File: config.mk
export PLATFORM = sky130hd
export DESIGN_NAME = grant_responder
export DESIGN_NICKNAME = d
export VERILOG_FILES = /design/src/rtl/grant_responder_pkg.sv /design/src/rtl/grant_responder_rrpick.sv /design/src/rtl/grant_responder.sv
export SDC_FILE = /design/constraint.sdc
export NUM_CORES = 1
export LEC_CHECK = 0
export CORE_ASPECT_RATIO = 0.9
export CORE_MARGIN = 1.5
export CORE_UTILIZATION = 41
export CTS_CLUSTER_DIAMETER = 200
export DETAILED_ROUTE_END_ITERATION = 8
export GPL_ROUTABILITY_DRIVEN = 0
export PLACE_DENSITY = 0.73
export SYNTH_ARGS = -nofsm -noshare
export SYNTH_HDL_FRONTEND = slang
export SYNTH_SLANG_ARGS = --single-unit
File: constraint.sdc
create_clock -name i_ck -period 1.62 [get_ports i_ck]
set_input_delay 0.324 -clock i_ck [delete_from_list [all_inputs] [get_ports i_ck]]
set_output_delay 0.324 -clock i_ck [all_outputs]
set_load 0.01 [all_outputs]
File: src/rtl/grant_responder_pkg.sv
// Shared state encoding and default parameter values for the grant_responder block.
package grant_responder_pkg;

  typedef enum logic [1:0] {
    IDLE   = 2'd0,
    GRANT  = 2'd1,
    REVOKE = 2'd2
  } state_e;

  localparam int N_REQ_DEF   = 4;
  localparam int TIMEOUT_DEF = 16;

endpackage

File: src/rtl/grant_responder_rrpick.sv
// Combinational round-robin search: first set request at or after ptr, wrapping to 0.
module grant_responder_rrpick
  import grant_responder_pkg::*;
#(
  parameter int N_REQ = N_REQ_DEF,
  localparam int PW   = $clog2(N_REQ)
) (
  input  logic [N_REQ-1:0] req_i,
  input  logic [PW-1:0]    ptr_i,
  output logic             valid_o,
  output logic [PW-1:0]    index_o
);

  int          pos;
  logic [PW-1:0] pos_idx;

  // Scan from the farthest offset down so the nearest hit to ptr is written last.
  always_comb begin
    valid_o = 1'b0;
    index_o = '0;
    pos     = 0;
    pos_idx = '0;
    for (int i = N_REQ - 1; i >= 0; i--) begin
      pos     = (int'(ptr_i) + i) % N_REQ;
      pos_idx = PW'(pos);
      if (req_i[pos_idx]) begin
        valid_o = 1'b1;
        index_o = pos_idx;
      end
    end
  end

endmodule

File: src/rtl/grant_responder.sv
// Round-robin single-owner grant FSM; GRANT_RESPONDER_TIMEOUT_EN adds the timeout revoke path.
module grant_responder
  import grant_responder_pkg::*;
#(
  parameter int N_REQ   = N_REQ_DEF,
  parameter int TIMEOUT = TIMEOUT_DEF
) (
  input  logic             i_ck,
  input  logic             i_arst_n,
  input  logic [N_REQ-1:0] i_req,
  input  logic [N_REQ-1:0] i_release,
  output logic [N_REQ-1:0] o_grant,
  output logic [N_REQ-1:0] o_revoke,
  output logic             o_busy
);

  localparam int PW = $clog2(N_REQ);

  function automatic logic [N_REQ-1:0] onehot(input logic [PW-1:0] idx);
    onehot      = '0;
    onehot[idx] = 1'b1;
  endfunction

  state_e           state_q, state_d;
  logic [PW-1:0]    ptr_q, ptr_d;
  logic [PW-1:0]    owner_q, owner_d;
  logic [N_REQ-1:0] grant_q, grant_d;
  logic [N_REQ-1:0] own_mask;
  logic             rel_own;
  logic [PW-1:0]    nxt_ptr;
  logic             pick_vld;
  logic [PW-1:0]    pick_idx;

  grant_responder_rrpick #(
    .N_REQ (N_REQ)
  ) u_rrpick (
    .req_i   (i_req),
    .ptr_i   (ptr_q),
    .valid_o (pick_vld),
    .index_o (pick_idx)
  );

  assign own_mask = onehot(owner_q);
  assign rel_own  = |(i_release & own_mask);
  assign nxt_ptr  = (owner_q == PW'(N_REQ - 1)) ? '0 : owner_q + 1'b1;

`ifdef GRANT_RESPONDER_TIMEOUT_EN
  localparam int            CW      = $clog2(TIMEOUT);
  localparam logic [CW-1:0] CNT_MAX = CW'(TIMEOUT - 1);

  logic [CW-1:0]    cnt_q, cnt_d;
  logic [N_REQ-1:0] revoke_q, revoke_d;
  logic             timeout_hit;

  // Revoke only makes sense when someone else is actually waiting.
  assign timeout_hit = (cnt_q == CNT_MAX) && (|(i_req & ~own_mask));

  always_ff @(posedge i_ck or negedge i_arst_n) begin
    if (!i_arst_n) begin
      cnt_q    <= '0;
      revoke_q <= '0;
    end else begin
      cnt_q    <= cnt_d;
      revoke_q <= revoke_d;
    end
  end

  assign o_revoke = revoke_q;
`else
  assign o_revoke = '0;
`endif

  always_ff @(posedge i_ck or negedge i_arst_n) begin
    if (!i_arst_n) begin
      state_q <= IDLE;
      ptr_q   <= '0;
      owner_q <= '0;
      grant_q <= '0;
    end else begin
      state_q <= state_d;
      ptr_q   <= ptr_d;
      owner_q <= owner_d;
      grant_q <= grant_d;
    end
  end

  // Release is checked before timeout so a tie always returns to IDLE.
  always_comb begin
    state_d = state_q;
    ptr_d   = ptr_q;
    owner_d = owner_q;
`ifdef GRANT_RESPONDER_TIMEOUT_EN
    cnt_d   = cnt_q;
`endif
    case (state_q)
      IDLE: begin
        if (pick_vld) begin
          state_d = GRANT;
          owner_d = pick_idx;
`ifdef GRANT_RESPONDER_TIMEOUT_EN
          cnt_d   = '0;
`endif
        end
      end
      GRANT: begin
        if (rel_own) begin
          state_d = IDLE;
          ptr_d   = nxt_ptr;
        end
`ifdef GRANT_RESPONDER_TIMEOUT_EN
        else begin
          if (timeout_hit) state_d = REVOKE;
          if (cnt_q != CNT_MAX) cnt_d = cnt_q + 1'b1;
        end
`endif
      end
      REVOKE: begin
        if (rel_own) begin
          state_d = IDLE;
          ptr_d   = nxt_ptr;
        end
      end
      default: state_d = IDLE;
    endcase
  end

  always_comb begin
    grant_d  = (state_d != IDLE) ? onehot(owner_d) : '0;
`ifdef GRANT_RESPONDER_TIMEOUT_EN
    revoke_d = (state_d == REVOKE) ? onehot(owner_d) : '0;
`endif
  end

  assign o_grant = grant_q;
  assign o_busy  = (state_q != IDLE);

endmodule

==> flow_summary_export.csv, run 1 <==
group,metric,value,unit
synth,yosys-top-cells-count,"dfrtp_1, ha_1, inv_1, nand2_1",
timing,worst_slack,-31.97,ps
clock_tree,cts_tree,"yes",
setup_path,arrival,1820,ps
clock_tree,cts_made_buffers,3,
synth,avgSynthCellArea,10.62,um2
routing,vias_per_cell,4.824,
timing,period_share,102.0,%
power_and_ir_drop,ir_worst_vdd,1.300,mV
floorplan,rows,13,
synth,synth_edf_count,0,
floorplan,die_area,1855,um2
routing,routedWlPerCell,12.88,um
global_route,grt_pass1_vias,580,
routing,dr.first_iter.drc_count,7,
synth,synth_area_leaders,"dfrtp_1, ha_1, buf_4",
clock_tree,cts.root.buffer_cell,"clkbuf_4",
power_and_ir_drop,p_int,1150,uW
synth,synth_area,658.1,um2
power_and_ir_drop,finalPower,1817,uW
power_and_ir_drop,switchingPower,667.5,uW
setup_path,crit_buf_inv,0,
floorplan,die_w,45.23,um
flow_run,maxCapViolations,0,
power_and_ir_drop,p_seq_share,24.6,%
setup_path,cp_top_family,"compound AO/OA/AOI/OAI gates",
final_layout,diodes,0,
timing,fmax,605.3,MHz
setup_path,cp-end-kind,"flop",
synth,yosys.area.top_type,"dfrtp_1",
synth,async_flop_share,100.0,%
power_and_ir_drop,switching_share,36.73,%
clock_tree,clk_pin_slew,60,ps
place,portBuffers,14,
clock_tree,clk_latency,260,ps
setup_path,endpoint,"o_grant[0]",
final_layout,fin_util,70.92,%
synth,synth_most_common_cell,"dfrtp_1",
hold_path,hp-class,"in -> async",
place,hpwl,1.113,mm
timing,rsz0062_at_grt,"true",
timing,slew_viol_final,0,
status,failed_checks,"negative setup slack",
routing,wl,1.533,mm
floorplan,start_util,44.46,%
synth,yosysTopAreaCellShare,38.02,%
clock_tree,htreeDepth,1,
setup_path,path_max_fanout,4,
floorplan,fp.dieH,41.01,um
global_route,overflow,0,
timing,setup_viol,3,
clock_tree,cts_sinks,10,
clock_tree,cts_max_path_buffers,2,
synth,syn_inst,62,
power_and_ir_drop,p_leak,0.0004890,uW
setup_path,worstRegToRegCells,5,
power_and_ir_drop,combPwrFrac,63.6,%
floorplan,ioPinCount,19,
global_route,grt_usage,18.79,%
synth,ys_seq_elements,10,
setup_path,worstPathRequired,1790,ps
global_route,grt_pass1_wl,2.428,mm
routing,drt.antenna.violating_nets,0,
timing,fin_crit,1652,ps
setup_path,critPathMaxStageDelay,450,ps
routing,drc,0,
setup_path,startpoint_type,"flop",
setup_path,cp-startpoint,"owner_q[1]",
routing,drtPass1Iterations,4,
setup_path,r2r_slack,-30,ps
final_layout,fin_nets,114,
global_route,grt_max_degree,11,
setup_path,worst-path-stages,5,
status,status,"finished, violations left",
global_route,antenna_found_initial,0,
floorplan,core,1480,um2
synth,ys.flop_type,"dfrtp_1",
power_and_ir_drop,clockPowerShare,11.9,%
synth,yosysUniqueCellTypes,31,
timing,hold_violations,0,
synth,yosysWarningCount,0,
timing,fin_skew,2.324,ps
setup_path,path_class,"reg -> reg",
setup_path,r2r_start,"owner_q[1]",
synth,synth-seq-area-share,38.02,%
setup_path,timing.rr.end,"o_grant[0]",
setup_path,cp_slowest_cell,"dfrtp_2",
final_layout,areaGrowthSynthToFinish,59.51,%
routing,vias,574,
final_layout,drive_gt1_share,45.36,%
setup_path,crit_chain,"ha_2 -> a22oi_2 -> a31oi_2 -> a211o_4 -> nor4bb_2",
power_and_ir_drop,p_per_area,1731,nW/um2
==> sequential cells by signal, summed over array words and instances, names as in the netlist <==
signal	flops
ptr_q	2
state_q	2
o_grant	4
owner_q	2
==> layout make-up <==
cell class	count	area, um2
inverters	5	18.77
well taps	22	27.53
multi-input cells	46	436.7
clock buffers	4	36.28
flip-flops and latches	10	252.7
fillers	101	430.4
repair buffers	32	277.8
==> cell families after synthesis <==
family,share of synthesized area (%)
flip-flops,38.02
adder cells (fa/ha/maj),11.41
multiplexers,3.422
AND/OR/NAND/NOR,16.73
buffers and inverters,7.415
other,0.5698
AO/OA/AOI/OAI,22.43
==> metrics by stage <==
step / hold WS, ps / setup slack, ps / instances / instance area (um2) / TNS (ps)
after global routing: 412.0 / -120.0 / 119 / 1050 / -308.0
final: 376.3 / -31.97 / 119 / 1050 / -62.43
after CTS: 374.8 / -81.76 / 118 / 1026 / -150.5
after global placement: 523.3 / -330.0 / 112 / 925.9 / -1805
after floorplan: 28.41 / 15.29 / 65 / 675.6 / 0
after detailed placement: 559.9 / -327.9 / 112 / 925.9 / -2016
==> power groups by stage <==
stage | sequential, uW | clock, uW | combinational [uW]
global placement | 429 | 0 | 955
CTS | 443 | 223 | 1080
detailed placement | 429 | 0 | 970
floorplan | 434 | 0 | 519
global route | 461 | 233 | 1250
finish | 447 | 215 | 1150
==> metal layers <==
| layer | vias up | track usage (%) | wire [um] |
|---|---|---|---|
| met5 | - | 0 | 0 |
| met4 | 0 | 6.618 | 32 |
| met3 | 4 | 4.846 | 69 |
| met2 | 18 | 31.43 | 721 |
| met1 | 263 | 23.78 | 710 |
| li1 | 289 | - | - |
==> how the worst min path moves through the flow <==
| stage | start | end | cells past startpoint |
|---|---|---|---|
| finish | i_arst_n | o_grant[0] | 1 |
| floorplan | i_arst_n | o_grant[0] | 0 |
| detailed placement | ptr_q[0] | ptr_q[0] | 1 |
| CTS | i_arst_n | ptr_q[1] | 1 |
| global placement | ptr_q[0] | ptr_q[0] | 1 |
| global route | i_arst_n | state_q[0] | 1 |
==> layout by cell type (no fill, tap or decap), types with 2 or more instances in the layout <==
| master | count |
|---|---|
| nand2_1 | 4 |
| mux2_4 | 2 |
| dlygate4sd2_1 | 2 |
| inv_1 | 3 |
| dfrtp_2 | 2 |
| inv_2 | 2 |
| a21boi_1 | 2 |
| clkdlybuf4s50_1 | 10 |
| clkbuf_4 | 3 |
| dlymetal6s2s_1 | 2 |
| conb_1 | 4 |
| buf_4 | 18 |
| nor3_1 | 2 |
| dfrtp_1 | 8 |
| a22oi_2 | 2 |
| ha_2 | 4 |
| nand2b_1 | 4 |
==> timing repair <==
item	in CTS	in global routing
endpoints found under the hold margin	0	0
pin swaps	8	4
hold buffers	0	0
resized for setup	15	7
setup endpoints to repair	7	8
buffers inserted	2	1
Note: power is estimated with default switching activity, not from simulation.
==> run 2: changes to the inputs <==
--- a/config.mk
+++ b/config.mk
@@ -5,10 +5,9 @@
 export SDC_FILE = /design/constraint.sdc
 export NUM_CORES = 1
 export LEC_CHECK = 0
-export CORE_ASPECT_RATIO = 0.9
+export CAP_MARGIN = 20
 export CORE_MARGIN = 1.5
 export CORE_UTILIZATION = 41
-export CTS_CLUSTER_DIAMETER = 200
 export DETAILED_ROUTE_END_ITERATION = 8
 export GPL_ROUTABILITY_DRIVEN = 0
 export PLACE_DENSITY = 0.73
==> run 2 against run 1 <==
Effect of this change: die area about the same; via count rose by 3.5%; largest power group unchanged; fmax shrank 5.9%; wire length up 14%; sequential cell count did not move; global-route usage is 1.7 points higher; clock-buffer cell count is the same; the run still ends with negative setup slack left; final cell count shrank 5.0%; core utilization increased by 1.3 points; setup slack got worse by 100 ps; register-to-register slack got worse by 100 ps; design area up 3.7%.
==> flow_summary_export.csv, run 2 (synthesis results as in run 1) <==
group,metric,value,unit
status,status,"finished, violations left",
status,failed_checks,"negative setup slack",
setup_path,worstPathRequired,1770,ps
routing,drtPass1Iterations,4,
setup_path,r2r_start,"owner_q[1]",
floorplan,core,1506,um2
final_layout,fin_util,72.26,%
routing,drc,0,
power_and_ir_drop,p_leak,0.0005243,uW
routing,drt.antenna.violating_nets,0,
final_layout,areaGrowthSynthToFinish,65.40,%
final_layout,fillerInstances,117,
flow_run,maxCapViolations,0,
final_layout,seq_area,251.5,um2
final_layout,diodes,0,
final_layout,drive_gt1_share,46.39,%
routing,wl,1.748,mm
power_and_ir_drop,ir_worst_vdd,0.9935,mV
power_and_ir_drop,p_per_area,1842,nW/um2
timing,hold_violations,0,
clock_tree,htreeDepth,1,
routing,vias_per_cell,5.257,
clock_tree,cts.root.buffer_cell,"clkbuf_4",
routing,vias,594,
clock_tree,cts_max_path_buffers,2,
global_route,grt_usage,20.53,%
final_layout,multi_input_area,478.0,um2
final_layout,largest_reg_flops,4,
timing,slew_viol_final,0,
timing,fin_crit,1755,ps
global_route,antenna_found_initial,0,
floorplan,ioPinCount,19,
setup_path,timing.rr.end,"o_grant[0]",
global_route,grt_pass1_wl,2.842,mm
final_layout,final_cell_mix,"buf_4, clkdlybuf4s50_1, dfrtp_1, nand2b_1, conb_1",
floorplan,die_area,1855,um2
place,portBuffers,14,
timing,fin_setup_tns,-289.5,ps
global_route,grt_max_degree,11,
clock_tree,cts_made_buffers,3,
final_layout,fin_nets,114,
floorplan,fp.dieH,43.07,um
place,hpwl,1.240,mm
timing,worst_slack,-135.2,ps
setup_path,cp-end-kind,"flop",
clock_tree,cts_sinks,10,
setup_path,arrival,1910,ps
floorplan,rows,14,
clock_tree,clk_pin_slew,70,ps
setup_path,worstRegToRegCells,6,
global_route,grt_pass1_vias,648,
floorplan,start_util,43.69,%
hold_path,hp-class,"in -> async",
routing,routedWlPerCell,15.47,um
timing,period_share,108.3,%
final_layout,layout_commonest_cell,"buf_4",
routing,dr.first_iter.drc_count,5,
global_route,overflow,0,
clock_tree,clk_latency,260,ps
timing,fmax,569.7,MHz
floorplan,die_w,43.07,um
setup_path,startpoint_type,"flop",
setup_path,r2r_slack,-140,ps
timing,fin_skew,4.854,ps
timing,rsz0062_at_grt,"true",
clock_tree,cts_tree,"yes",
setup_path,path_class,"reg -> reg",
setup_path,path_max_fanout,4,
timing,setup_viol,4,
-- run 2: changes by cell type in the layout (fill, tap and decap cells not counted), sizes merged --
cell | previous run | this run
dlymetal6s2s | 2 | 3
clkdlybuf4s50 | 10 | 9
-- run 2: repair_timing --
item | in CTS | in global routing
setup buffers | 3 | 4
endpoints found under the setup margin | 7 | 10
resized for setup | 10 | 19
hold buffers | 0 | 0
pin swaps | 5 | 7
-- run 2: critical path: stages (launching register included) --
cell      delay, ps
dfrtp_1         420
inv_2            90
ha_4            160
a22oi_2         230
a31oi_2         130
a211o_4         310
nor4bb_4        300
-- run 2: layout make-up --
cell class / instances / area share [%]
inverters: 5 / 1.724
flip-flops and latches: 10 / 23.10
multi-input cells: 46 / 43.91
well taps: 16 / 1.839
clock buffers: 4 / 3.333
repair buffers: 32 / 26.09
-- run 2: metal layers --
layer  routed length, um  track usage [%]
met2                 953            32.73
met3                  46            2.128
met1                 735            25.41
met4                  12            15.15
met5                   0                0
-- run 2: worst max-delay path by stage --
stage	slack [ps]	cells past startpoint	startpoint	end
after floorplan	20	5	owner_q[0]	o_grant[0]
after global placement	-370	6	i_req[0]	o_grant[1]
after detailed placement	-370	5	i_req[0]	o_grant[0]
after CTS	-150	6	owner_q[1]	o_grant[0]
after global routing	-220	6	owner_q[1]	o_grant[0]
final	-140	6	owner_q[1]	o_grant[0]
-- run 2: power breakdown --
group	leakage (uW)	switching (uW)	internal, uW	total, uW
clock network	0.0000210	82.3	136	219
registers	0.000127	103	354	457
logic	0.000377	571	759	1330
total	0.000524	756	1250	2000
-- run 2: stage by stage --
step                      instances  total power [uW]  hold WS (ps)  setup WS (ps)  cell area (um2)
after detailed placement        105              1408         530.9         -368.5            910.9
final                           113              2005         369.3         -135.2             1089
after global routing            113              2153         405.3         -218.6             1089
after global placement          105              1372         534.1         -374.4            910.9
after CTS                       112              1815         374.1         -151.3             1016
after floorplan                  65             952.6         28.41          15.29            675.6
==> run 3: changes to the inputs <==
--- a/config.mk
+++ b/config.mk
@@ -8,6 +8,7 @@
 export CAP_MARGIN = 20
 export CORE_MARGIN = 1.5
 export CORE_UTILIZATION = 41
+export CTS_CLUSTER_DIAMETER = 60
 export DETAILED_ROUTE_END_ITERATION = 8
 export GPL_ROUTABILITY_DRIVEN = 0
 export PLACE_DENSITY = 0.73
==> results of run 3 <==
Final layout, timing and power as in run 2 (identical DEF).
